### src/rtl/mips_muldiv_unit_if.sv
// Bundle between the execute-stage decoder and the multiply/divide sequencer.
// The decoder side uses the master modport and the unit uses the slave modport.
interface mips_muldiv_unit_if #(
  parameter int DATA_WIDTH      = 32,
  parameter int HI_LO_SEL_WIDTH = 2
);
  logic                       start_i;
  logic [1:0]                 op_i;
  logic [DATA_WIDTH-1:0]      rs_data_i;
  logic [DATA_WIDTH-1:0]      rt_data_i;
  logic [HI_LO_SEL_WIDTH-1:0] mt_sel_i;
  logic [DATA_WIDTH-1:0]      mt_data_i;
  logic                       mf_req_i;
  logic                       flush_i;
  logic                       busy_o;
  logic                       done_o;
  logic                       stall_o;
  logic [DATA_WIDTH-1:0]      hi_o;
  logic [DATA_WIDTH-1:0]      lo_o;

  modport master (
    output start_i, op_i, rs_data_i, rt_data_i, mt_sel_i, mt_data_i, mf_req_i, flush_i,
    input  busy_o, done_o, stall_o, hi_o, lo_o
  );

  modport slave (
    input  start_i, op_i, rs_data_i, rt_data_i, mt_sel_i, mt_data_i, mf_req_i, flush_i,
    output busy_o, done_o, stall_o, hi_o, lo_o
  );
endinterface

### src/rtl/mips_muldiv_unit.sv
// Iterative MULT/MULTU/DIV/DIVU sequencer owning the HI/LO pair.
// Define MIPS_MULDIV_SINGLE_CYCLE_MULT_EN to compute multiplies in one cycle.
module mips_muldiv_unit #(
  parameter int DATA_WIDTH      = 32,
  parameter int HI_LO_SEL_WIDTH = 2
) (
  input logic               clk,
  input logic               rst_n,
  mips_muldiv_unit_if.slave bus
);
  localparam int DW = DATA_WIDTH;
  localparam int CW = $clog2(DW);

  typedef enum logic [1:0] {IDLE, RUN, FIX} state_t;

  state_t           state_reg;
  logic [CW-1:0]    cnt_reg;
  logic             busy_reg;
  logic             done_reg;
  logic             is_div_reg;
  logic             div_zero_reg;
  logic             neg_lo_reg;
  logic             neg_hi_reg;
  logic [DW-1:0]    operand_reg;
  logic [DW-1:0]    acc_hi_reg;
  logic [DW-1:0]    acc_lo_reg;
  logic [DW-1:0]    hi_reg;
  logic [DW-1:0]    lo_reg;

  // Operand preparation: signed ops work on magnitudes, signs are fixed up in FIX.
  logic          sgn_op;
  logic          is_mult;
  logic          rs_neg;
  logic          rt_neg;
  logic [DW-1:0] rs_mag;
  logic [DW-1:0] rt_mag;

  assign sgn_op  = ~bus.op_i[0];
  assign is_mult = ~bus.op_i[1];
  assign rs_neg  = sgn_op & bus.rs_data_i[DW-1];
  assign rt_neg  = sgn_op & bus.rt_data_i[DW-1];
  assign rs_mag  = rs_neg ? -bus.rs_data_i : bus.rs_data_i;
  assign rt_mag  = rt_neg ? -bus.rt_data_i : bus.rt_data_i;

`ifdef MIPS_MULDIV_SINGLE_CYCLE_MULT_EN
  logic [2*DW-1:0] fast_prod;
  assign fast_prod = {{DW{rs_neg}}, bus.rs_data_i} * {{DW{rt_neg}}, bus.rt_data_i};
`endif

  // One iteration: multiply keeps the product in {acc_hi, acc_lo} shifting right,
  // divide keeps remainder in acc_hi and shifts dividend/quotient left through acc_lo.
  logic [DW:0]   mul_sum;
  logic [DW:0]   rem_shift;
  logic [DW:0]   rem_diff;
  logic [DW-1:0] acc_hi_next;
  logic [DW-1:0] acc_lo_next;

  always_comb begin
    mul_sum     = {1'b0, acc_hi_reg} + {1'b0, (acc_lo_reg[0] ? operand_reg : {DW{1'b0}})};
    rem_shift   = {acc_hi_reg, acc_lo_reg[DW-1]};
    rem_diff    = rem_shift - {1'b0, operand_reg};
    acc_hi_next = mul_sum[DW:1];
    acc_lo_next = {mul_sum[0], acc_lo_reg[DW-1:1]};
    if (is_div_reg) begin
      if (!rem_diff[DW]) begin
        acc_hi_next = rem_diff[DW-1:0];
        acc_lo_next = {acc_lo_reg[DW-2:0], 1'b1};
      end else begin
        acc_hi_next = rem_shift[DW-1:0];
        acc_lo_next = {acc_lo_reg[DW-2:0], 1'b0};
      end
    end
  end

  logic [2*DW-1:0] prod_abs;
  logic [2*DW-1:0] prod_fix;
  logic [DW-1:0]   quot_fix;
  logic [DW-1:0]   rem_fix;

  always_comb begin
    prod_abs = {acc_hi_reg, acc_lo_reg};
    prod_fix = neg_lo_reg ? -prod_abs : prod_abs;
    quot_fix = neg_lo_reg ? -acc_lo_reg : acc_lo_reg;
    // Divide by zero: the remainder path already yields the dividend, only LO is forced.
    if (div_zero_reg) quot_fix = {DW{1'b1}};
    rem_fix  = neg_hi_reg ? -acc_hi_reg : acc_hi_reg;
  end

  always_ff @(posedge clk or negedge rst_n) begin
    if (!rst_n) begin
      state_reg    <= IDLE;
      cnt_reg      <= '0;
      busy_reg     <= 1'b0;
      done_reg     <= 1'b0;
      is_div_reg   <= 1'b0;
      div_zero_reg <= 1'b0;
      neg_lo_reg   <= 1'b0;
      neg_hi_reg   <= 1'b0;
      operand_reg  <= '0;
      acc_hi_reg   <= '0;
      acc_lo_reg   <= '0;
      hi_reg       <= '0;
      lo_reg       <= '0;
    end else begin
      done_reg <= 1'b0;
      case (state_reg)
        IDLE: begin
          if (bus.start_i) begin
            busy_reg     <= 1'b1;
            is_div_reg   <= ~is_mult;
            div_zero_reg <= ~is_mult & (bus.rt_data_i == '0);
            neg_hi_reg   <= ~is_mult & rs_neg;
`ifdef MIPS_MULDIV_SINGLE_CYCLE_MULT_EN
            if (is_mult) begin
              {acc_hi_reg, acc_lo_reg} <= fast_prod;
              neg_lo_reg <= 1'b0;
              done_reg   <= 1'b1;
              state_reg  <= FIX;
            end else
`endif
            begin
              neg_lo_reg  <= rs_neg ^ rt_neg;
              acc_hi_reg  <= '0;
              acc_lo_reg  <= is_mult ? rt_mag : rs_mag;
              operand_reg <= is_mult ? rs_mag : rt_mag;
              cnt_reg     <= CW'(DW - 1);
              state_reg   <= RUN;
            end
          end else begin
            if (bus.mt_sel_i[0]) lo_reg <= bus.mt_data_i;
            if (bus.mt_sel_i[1]) hi_reg <= bus.mt_data_i;
          end
        end
        RUN: begin
          if (bus.flush_i) begin
            state_reg <= IDLE;
            busy_reg  <= 1'b0;
          end else begin
            acc_hi_reg <= acc_hi_next;
            acc_lo_reg <= acc_lo_next;
            if (cnt_reg == '0) begin
              state_reg <= FIX;
              done_reg  <= 1'b1;
            end else begin
              cnt_reg <= cnt_reg - 1'b1;
            end
          end
        end
        FIX: begin
          state_reg <= IDLE;
          busy_reg  <= 1'b0;
          if (!bus.flush_i) begin
            if (is_div_reg) begin
              hi_reg <= rem_fix;
              lo_reg <= quot_fix;
            end else begin
              hi_reg <= prod_fix[2*DW-1:DW];
              lo_reg <= prod_fix[DW-1:0];
            end
          end
        end
        default: begin
          state_reg <= IDLE;
          busy_reg  <= 1'b0;
        end
      endcase
    end
  end

  assign bus.busy_o  = busy_reg;
  assign bus.done_o  = done_reg;
  assign bus.hi_o    = hi_reg;
  assign bus.lo_o    = lo_reg;
  assign bus.stall_o = busy_reg & (bus.mf_req_i | bus.start_i | (bus.mt_sel_i != '0));
endmodule
### src/flat_wrapper.sv
// flat-port wrapper written by rule: the top's interface ports become plain ports
module mips_muldiv_unit_flat 
#(
  parameter int DATA_WIDTH      = 32,
  parameter int HI_LO_SEL_WIDTH = 2
)
  (clk, rst_n, bus_start_i, bus_op_i, bus_rs_data_i, bus_rt_data_i, bus_mt_sel_i, bus_mt_data_i, bus_mf_req_i, bus_flush_i, bus_busy_o, bus_done_o, bus_stall_o, bus_hi_o, bus_lo_o);
  mips_muldiv_unit_if #(.DATA_WIDTH(DATA_WIDTH), .HI_LO_SEL_WIDTH(HI_LO_SEL_WIDTH)) bus_i ();
  input logic clk;
  input logic rst_n;
  input wire logic [$bits(bus_i.start_i)-1:0] bus_start_i;
  input wire logic [$bits(bus_i.op_i)-1:0] bus_op_i;
  input wire logic [$bits(bus_i.rs_data_i)-1:0] bus_rs_data_i;
  input wire logic [$bits(bus_i.rt_data_i)-1:0] bus_rt_data_i;
  input wire logic [$bits(bus_i.mt_sel_i)-1:0] bus_mt_sel_i;
  input wire logic [$bits(bus_i.mt_data_i)-1:0] bus_mt_data_i;
  input wire logic [$bits(bus_i.mf_req_i)-1:0] bus_mf_req_i;
  input wire logic [$bits(bus_i.flush_i)-1:0] bus_flush_i;
  output wire logic [$bits(bus_i.busy_o)-1:0] bus_busy_o;
  output wire logic [$bits(bus_i.done_o)-1:0] bus_done_o;
  output wire logic [$bits(bus_i.stall_o)-1:0] bus_stall_o;
  output wire logic [$bits(bus_i.hi_o)-1:0] bus_hi_o;
  output wire logic [$bits(bus_i.lo_o)-1:0] bus_lo_o;
  assign bus_i.start_i = bus_start_i;
  assign bus_i.op_i = bus_op_i;
  assign bus_i.rs_data_i = bus_rs_data_i;
  assign bus_i.rt_data_i = bus_rt_data_i;
  assign bus_i.mt_sel_i = bus_mt_sel_i;
  assign bus_i.mt_data_i = bus_mt_data_i;
  assign bus_i.mf_req_i = bus_mf_req_i;
  assign bus_i.flush_i = bus_flush_i;
  assign bus_busy_o = bus_i.busy_o;
  assign bus_done_o = bus_i.done_o;
  assign bus_stall_o = bus_i.stall_o;
  assign bus_hi_o = bus_i.hi_o;
  assign bus_lo_o = bus_i.lo_o;
  mips_muldiv_unit #(.DATA_WIDTH(DATA_WIDTH), .HI_LO_SEL_WIDTH(HI_LO_SEL_WIDTH)) u_core (.clk(clk), .rst_n(rst_n), .bus(bus_i));
endmodule
### config.mk
export PLATFORM = sky130hd
export DESIGN_NAME = mips_muldiv_unit_flat
export DESIGN_NICKNAME = d
export VERILOG_FILES = /design/src/rtl/mips_muldiv_unit_if.sv /design/src/rtl/mips_muldiv_unit.sv /design/src/flat_wrapper.sv
export SDC_FILE = /design/constraint.sdc
export NUM_CORES = 1
export LEC_CHECK = 0
export CAP_MARGIN = 20
export CORE_ASPECT_RATIO = 1.2
export CORE_UTILIZATION = 58
export DETAILED_ROUTE_END_ITERATION = 7
export PLACE_DENSITY = 0.82
export SYNTH_ARGS = -nofsm -noshare
export SYNTH_HDL_FRONTEND = slang
export SYNTH_SLANG_ARGS = --single-unit
### constraint.sdc
create_clock -name clk -period 3.77 [get_ports clk]
set_input_delay 0.754 -clock clk [delete_from_list [all_inputs] [get_ports clk]]
set_output_delay 0.754 -clock clk [all_outputs]
set_load 0.02 [all_outputs]
---- Yosys cells after proc, flatten, opt, wreduce, memory -nomap -nowiden ----
Index checks and enable logic that the tools add are counted.
cells by class
  reductions and logical operators ........ 13
  bitwise logic cells ..................... 9
  $add $sub $neg .......................... 8
  equality and inequality tests ........... 11
  multiplexer cells ....................... 43
operators by type and width
  kind                                                                     number
  32-bit 2-to-1 mux                                                        23
  32-bit one-hot mux with 2 select lines                                   4
  32-bit negator                                                           4
  64-bit 2-to-1 mux                                                        1
  64-bit negator                                                           1
  32-bit by 32-bit adder with 33-bit output                                1
  33-bit by 32-bit subtractor with 33-bit output                           1
  32-bit logical NOT                                                       1
  2-bit inequality test, second input constant                             8
  5-bit 2-to-1 mux                                                         3
  4-bit AND reduction                                                      3
  5-bit one-hot mux with 2 select lines                                    1
  1-bit 2-to-1 mux                                                         6
  2-bit 2-to-1 mux                                                         3
  2-bit AND reduction                                                      3
  2-bit nonzero test                                                       3
  1-bit AND                                                                5
  5-bit logical NOT                                                        1
  5-bit by 1-bit subtractor with 5-bit output, second input constant       1
  2-bit one-hot mux with 2 select lines                                    1
  3-bit by 2-bit inequality test with 1-bit output, second input constant  1
  3-bit AND reduction                                                      1
  2-bit by 1-bit == test with 1-bit output, second input constant          1
  2-bit == test, second input constant                                     1
  5 further kinds                                                          6
word-level totals
  word-level logic and storage cells ...... 97
  output and inout port bits .............. 67
  bits in registers ....................... 173

---- Longest topological paths before layout ----
  depth in word-level cells ............... 6
  depth in mapped cells ................... 15
  gate-level depth less buffers ........... 13

---- Worst setup path after synthesis ----
OpenSTA, ideal clock, no wires.
  kind .................................... register to register
  start point ............................. register u_core.acc_lo_reg[0]
  end point ............................... register u_core.acc_hi_reg[27]
  setup slack ............................. 0.605 ns
  clock period less this slack ............ 3.165 ns
  cell stages (with the launch flop) ...... 15
  data required time ...................... 3.632 ns
  arrival ................................. 3.027 ns
  cell sequence ........................... dfrtp_1 -> clkbuf_1 -> and2_1 -> ha_1 -> inv_1 -> fa_1 -> nor2b_1 -> o211ai_1 -> a31oi_1 -> a211oi_1 -> a21o_1 -> o31a_1 -> xnor2_1 -> a222oi_1 -> o21ai_0
on the way
  word-level cells in the longest chain between the ends .. 5
RTL lines
  item                                       RTL line                 RTL
  start, declared                            mips_muldiv_unit.sv:26   logic [DW-1:0] acc_lo_reg;
  start signal, assigned                     mips_muldiv_unit.sv:124  acc_lo_reg <= is_mult ? rt_mag : rs_mag;
  start signal, assigned                     mips_muldiv_unit.sv:140  acc_lo_reg <= acc_lo_next;
  32-bit 2-to-1 mux                          mips_muldiv_unit.sv:59   mul_sum = {1'b0, acc_hi_reg} + {1'b0, (acc_lo_reg[0] ? operand_reg : {DW{1'b0}})};
  32-bit by 32-bit adder with 33-bit output  mips_muldiv_unit.sv:59
  32-bit 2-to-1 mux                          mips_muldiv_unit.sv:64   if (is_div_reg) begin
  32-bit 2-to-1 mux                          mips_muldiv_unit.sv:135  if (bus.flush_i) begin
  32-bit one-hot mux with 2 select lines     mips_muldiv_unit.sv:106  case (state_reg)
  end signal, assigned                       mips_muldiv_unit.sv:139  acc_hi_reg <= acc_hi_next;
  end, declared                              mips_muldiv_unit.sv:25   logic [DW-1:0] acc_hi_reg;
Every way passes these cells. The select of a mux whose other input is x is not followed.
A chain may end at the register's enable or synchronous reset.

---- Worst setup path after layout ----
  start point ............................. register u_core.acc_lo_reg[0]
  end point ............................... register u_core.acc_hi_reg[30]
Same word-level chain as after synthesis.

==> out/results.ini <==
[routing]
dr.pass1.iters=6
via_per_inst=6.41
drtAntennaViolNets=0
drt_wl_total_um=54000
wire_per_inst_um=21.7
via_count=15900
drt-initial-drc-count=1458
drcViolationCount=0

[timing]
fin_crit_ns=3.58
rsz0062_at_grt=false
slew_violations=0
tns_ns=0
worstMarginPinSlew_ns=0.875
finalCritPeriodShare_pct=94.9
hold_violations=0
fin_skew_ns=0.0166
fin_ws_ns=0.193
fmax_mhz=280
setup_viol=0
slew_headroom_pct=41.7
holdWs_ns=0.341

[global_route]
grt_overflow=0
grt_first_pass_wirelength_um=82600
grt_max_degree=90
grt.total_usage_pct=41.1
grt_pass1_vias=15100
antenna_found_initial=1

[die]
core_sq_um=25500
ios=172
initial_core_util_pct=58.9
die_area_sq_um=26500
die_y_um=178
die_width_um=149
rows=64

[clock_network]
cts_hold_buf=0
cts_resized=0
clock-sinks=173
cts.htree.levels=4
cts_buffers=17
path_clk_slew_ns=0.08
clockRootBuffer=clkbuf_16
cts_tree=yes
clkLatencyLatePin_ns=0.46
cts_buffer_depth=2
cts_setup_buffers=0

[yosys]
post_synth_num_cell_types=84
syn_area_per_cell_sq_um=7.63
syn_inst=1964
syn_nets=2141
synth-async-reset-ratio_pct=100
synth_edf_count=0
yosysSeqAreaShare_pct=28.9
netlist_area_sq_um=15000
yosysWarnings=0
ys_seq_elements=173
yosys_most_used_dff=dfrtp_1

[worst_setup_path]
cp_data_required_time_ns=4.11
start_kind=register
worstSetupEndpointType=register
rr_worst_depth=14
cp-startpoint=u_core.acc_lo_reg[0]$_DFFE_PN0P_
timing.rr.start=u_core.acc_lo_reg[0]$_DFFE_PN0P_
crit_arrival_ns=3.92
critPathKind=reg2reg
path_max_fanout=11

[worst_hold_path]
hold_path_class=in2async

[outcome]
status=complete, no violations

[pwr]
cellLeakagePower_nw=7.87
power_density_nw_per_um2=719
vdd_drop_max_mv=0.424

[place]
io_buffers=171
gp_congestion=1.01
dp_hpwl_um=41400
dp_slack_ns=0.0340

[layout]
synthToLayoutAreaGrowth_pct=20.8
nNetsFinal=2319
ff_latch_area_sq_um=4330
drive_gt1_share_pct=8.26
fillers=2091
multi_input_area_sq_um=9950
antennaDiodeCount=0

[flow_run]
drv_cap=0

-- placed cells by master (no fill, tap or decap), drive strengths merged, types with 18 or more instances in the layout --
| cell | instances |
|---|---|
| o211ai | 19 |
| a21o | 34 |
| nand2 | 219 |
| o31ai | 18 |
| mux2i | 57 |
| nor3 | 50 |
| a21oi | 188 |
| clkdlybuf4s50 | 169 |
| nor4 | 23 |
| buf | 108 |
| o21ai | 195 |
| nor2 | 224 |
| o22ai | 37 |
| xor2 | 62 |
| xnor2 | 108 |
| a31oi | 30 |
| nand3 | 23 |
| inv | 81 |
| dfrtp | 173 |
| ha | 70 |
-- final timing paths --
| kind | end | slack [ns] |
|---|---|---|
| setup reg to reg | u_core.acc_hi_reg[30]$_DFFE_PN0P_ | 0.19 |
| setup / recovery | u_core.acc_hi_reg[30]$_DFFE_PN0P_ | 0.19 |
| max in group asynchronous | u_core.acc_hi_reg[22]$_DFFE_PN0P_ | 2.62 |
| hold / removal | u_core.bus.hi_o[16]$_DFFE_PN0P_ | 0.34 |
| hold reg to reg | u_core.bus.lo_o[6]$_DFFE_PN0P_ | 0.48 |
| min in group clk | u_core.bus.lo_o[6]$_DFFE_PN0P_ | 0.48 |
-- cells in the mapped netlist, types with 11 or more instances --
cell type	instances	area (sq um)
or4_1	11	82.6
o21ai_1	16	80.1
o21a_1	11	82.6
nor2b_1	14	87.6
a21oi_1	188	941
nand2_1	218	818
nand3_1	23	115
xnor2_1	107	937
o21ai_0	179	896
mux2i_1	57	571
a21o_1	34	255
and3_1	11	68.8
nand4_1	15	93.8
clkbuf_1	99	372
buf_1	12	45.0
o211ai_1	19	143
a22oi_1	13	97.6
o22ai_1	37	231
o31ai_1	16	120
nor3_1	48	240
nand2b_1	17	106
ha_1	70	876
inv_1	71	267
nor2_1	224	841
dfrtp_1	173	4330
and2_1	14	87.6
nor4_1	20	125
a211oi_1	17	128
a31oi_1	30	188
xor2_1	62	543
-- per-layer routing --
layer | track usage, % | wire length, um | vias to the layer above
met5 | 0 | 17 | -
met4 | 30.1 | 4180 | 2
met3 | 6.96 | 4580 | 239
met2 | 67.4 | 25000 | 872
met1 | 48.7 | 20200 | 7422
li1 | - | - | 7390
-- report_power, final --
group          switching [W]  total [W]  leakage, nW  internal, W
clock               0.000953    0.00186        0.293     0.000908
sequential          0.000656    0.00304         2.12      0.00238
combinational        0.00479    0.00811         5.46      0.00332
total                0.00640     0.0130         7.87      0.00661
-- cells by family after synthesis --
group,Yosys count,share of synthesized area (%)
flip-flops,173,28.9
AO/OA/AOI/OAI,637,25.7
adder cells (fa/ha/maj),72,6.11
buffers and inverters,191,4.88
multiplexers,61,4.11
XOR/XNOR,170,9.99
AND/OR/NAND/NOR,660,20.3
-- per-stage QoR --
step	area (sq um)	utilization, %	std cells	total power (W)
after global placement	17500	68.7	2453	0.0108
after CTS	18100	71.1	2485	0.0128
after floorplan	15000	-	1964	0.00818
after global routing	18100	71.1	2485	0.0138
final	18100	71.1	2485	0.0130
after detailed placement	17500	68.7	2453	0.0109
-- worst max-delay path, stage by stage (launching register included) --
cell      delay, ns
dfrtp_1        0.43
inv_1          0.35
buf_4          0.27
nor2_1         0.07
ha_1           0.35
o21a_1         0.14
nor2_1         0.04
or2_2          0.27
a21oi_1        0.27
o21ai_0        0.19
buf_4          0.17
and2_1         0.16
o211ai_1       0.32
mux2i_1        0.14
a32o_1         0.27
-- final cells by class --
cell class,instances,area share (%)
multi-input combinational,1600,55.0
sequential,173,23.9
timing repair buffer,277,14.0
clock buffer,17,2.35
tap,330,2.28
inverter,73,1.51
clock inverter,15,0.995
(Power assumes the default switching activity.)
==> variant, RTL diff (same flow settings) <==
Reset style: synchronous (`rst_n`), changed in one clocked block.
--- a/src/rtl/mips_muldiv_unit.sv
+++ b/src/rtl/mips_muldiv_unit.sv
@@ -86,7 +86,7 @@
     rem_fix  = neg_hi_reg ? -acc_hi_reg : acc_hi_reg;
   end
 
-  always_ff @(posedge clk or negedge rst_n) begin
+  always_ff @(posedge clk) begin
     if (!rst_n) begin
       state_reg    <= IDLE;
       cnt_reg      <= '0;
Function: not settled (the Yosys comparison gave no result); the edit may change what the design does.
==> variant against the original RTL <==
- final area decreased by 2.4%
- synthesized cell count increased by 2.8%
- sequential cell count is the same
- setup slack worse by 60 ps
- global-route usage down 1.2 points
- area after synthesis shrank 1.8%
- routed wire length fell by 2.3%
- worst hold slack better by 110 ps
- critical endpoint is now u_core.acc_hi_reg[27]
Power is not compared: it rests on default switching activity, and its combinational part moved more than twofold at a synthesized area within 25%.
==> variant: results (changes against the original RTL) <==
| Metric | Value |
|---|---|
| CTS Root Cell | clkbuf_16 |
| Worst-Skew Late Latency | 460 ps (about the same) |
| Worst r2r path cells | 15 (+1) |
| Final WL | 52.7 mm (-2.3%) |
| Yosys cell types | 74 (-12%) |
| Clk_skew | 15.6 ps (-1.01 ps) |
| Synth area leaders | dfxtp_1 (24%), a21oi_1 (6.5%), xnor2_1 (6.3%) |
| Drt first pass iters | 5 (-1) |
| Initial antenna violation count | 0 (-1) |
| Post-synth EDFFs | 0 (unchanged) |
| GRT Total Usage | 40.0% (-1.2 points) |
| Share of cells above drive strength 1 | 8.50% (+0.24 points) |
| R2R Setup Slk | 130 ps (-60 ps) |
| Seq/Total Area, Yosys | 23.5% (-5.3 points) |
| Final #Nets | 2,341 (+0.95%) |
| Compound-Gate Fraction of Synth Area | 28.6% (+2.8 points) |
| First-iteration detailed-routing DRC count | 1,600 (+9.7%) |
| Clk slew on worst S/H paths | 80 ps (about the same) |
| Tightest Hold Check Type | reg -> reg |
| Post-synth net total | 2,196 (+2.6%) |
| Leakage power | 6.94 nW |
| Xor and xnor fraction of the mapped netlist area | 10.0% (+0.015 points) |
| Adder-Cell Fraction of Synth Area | 6.22% (+0.11 points) |
| WL per Instance | 21.1 microns (-3.0%) |
| Reg2Reg Capture Point | u_core.acc_hi_reg[27] |
| Worst-margin pin slew | 1090 ps (+213 ps) |
| Hold_sp | u_core.bus.hi_o[5] |
| DP HPWL | 40.5 mm (-2.1%) |
| Worst-path maximum fanout | 4 (-7) |
| First-pass GRT wire length | 81.3 mm (-1.6%) |
| GP Congestion | 0.956 (-5.3%) |
| Max stage delay cell, worst path | dfxtp_1 |
| Avg Cell Area, Syn | 7.29 sq um (-4.5%) |
| VDD IR max | between 0.3 and 0.4 mV |
| Worst path arrival time | 3950 ps (+30 ps) |
| Outcome | complete, no violations |
| Largest net degree at the start of global routing | 72 (-20%) |
| Commonest cells in the netlist | nand2_1 (212), nor2_1 (205), a21oi_1 (190) |
| Fill count | 2,124 (+1.6%) |
| Vias in the first global route | 15,200 (+0.32%) |
| Worst r2r src | u_core.acc_lo_reg[0] |
| Delay of the slowest critical-path stage | 410 ps (-20 ps) |
| Placed Cells | 2,467 (+0.57%) |
| TritonCTS Buffers | 17 (unchanged) |
| Via density | 6.49 (+1.2%) |
| Synth async-reset ratio | 0% (-100 points) |
| Post-synthesis mux area share | 4.95% (+0.84 points) |
[variant: changes by cell type after synthesis, sizes merged, moves of 20 or more]
cell    change
clkbuf     +23
dfrtp     -173
o22ai      -30
o21ai      -34
a211oi     +28
o221ai     +30
dfxtp     +173
o211ai     +20
[variant: routing by layer]
layer	share of wire, %	wire (microns)	track usage (%)	vias up
met2	47	24600	65.9	849
li1	-	-	-	7583
met5	0	0	0	-
met3	7.8	4110	5.66	193
met4	6.0	3150	24.8	0
met1	40	20900	49.1	7609
[variant: repair_timing]
item / in CTS / in global routing
hold endpoints to repair: 0 / 0
buffers inserted: 0 / 3
gates resized for setup: 0 / 8
setup endpoints to repair: 0 / 13
[variant: layout make-up]
type                    instances  area [sq um]  share of cell area, %
multi-input cells            1636         10500                   59.4
flip-flops and latches        173          3460                   19.6
repair buffers                270          2460                   13.9
clock buffers                  17           425                   2.41
well taps                     325           407                   2.30
inverters                      66           251                   1.42
clock inverters                15           169                  0.956
diodes                          1          2.50                 0.0142
[variant: per-stage QoR]
step                      instance area (sq um)  power [mW]  setup WS [ps]  util, %  hold slack (ps)
after global placement                    17000        3.71           56.1     68.6              438
after floorplan                           14700        3.12            390        -              432
after global routing                      17700        5.78           12.4     71.2              475
after detailed placement                  17000        3.75          -5.83     68.6              442
after CTS                                 17600        5.53           15.4     71.0              452
final                                     17700        5.59            133     71.2              453
[variant: cell families (layout without fill, tap and decap cells)]
kind of cell / Yosys count / count (layout)
simple gates: 663 / 663
compound gates: 662 / 662
buf+inv: 210 / 368
flops: 173 / 173
xor+xnor: 168 / 168
fa+ha+maj: 72 / 72
mux: 71 / 71
other cells: 0 / 1
[variant: power by group through the flow]
| stage | combinational, mW | clock (mW) | sequential [mW] |
|---|---|---|---|
| floorplan | 1.02 | 0 | 2.10 |
| global placement | 1.61 | 0 | 2.10 |
| detailed placement | 1.64 | 0 | 2.11 |
| CTS | 1.65 | 1.81 | 2.06 |
| global route | 1.82 | 1.88 | 2.08 |
| finish | 1.70 | 1.82 | 2.07 |
[variant: tightest hold or removal path, stage by stage, from the launching register on]
cell and delay [ps]:
dfxtp_1 320, nand2_1 50, o21ai_1 50
[variant: worst max path at each step]
stage                           from                     to  slack, ps  cells after the start
3_3_place_gp        bus_rs_data_i[0]  u_core.acc_lo_reg[31]         60                     12
4_1_cts         u_core.acc_lo_reg[0]  u_core.acc_hi_reg[27]         20                     13
6_report        u_core.acc_lo_reg[0]  u_core.acc_hi_reg[27]        130                     15
3_5_place_dp        bus_rt_data_i[2]  u_core.acc_lo_reg[30]         -6                     11
5_1_grt         u_core.acc_lo_reg[0]  u_core.acc_hi_reg[27]         10                     15
2_1_floorplan  u_core.acc_lo_reg[31]  u_core.acc_hi_reg[26]        390                     13
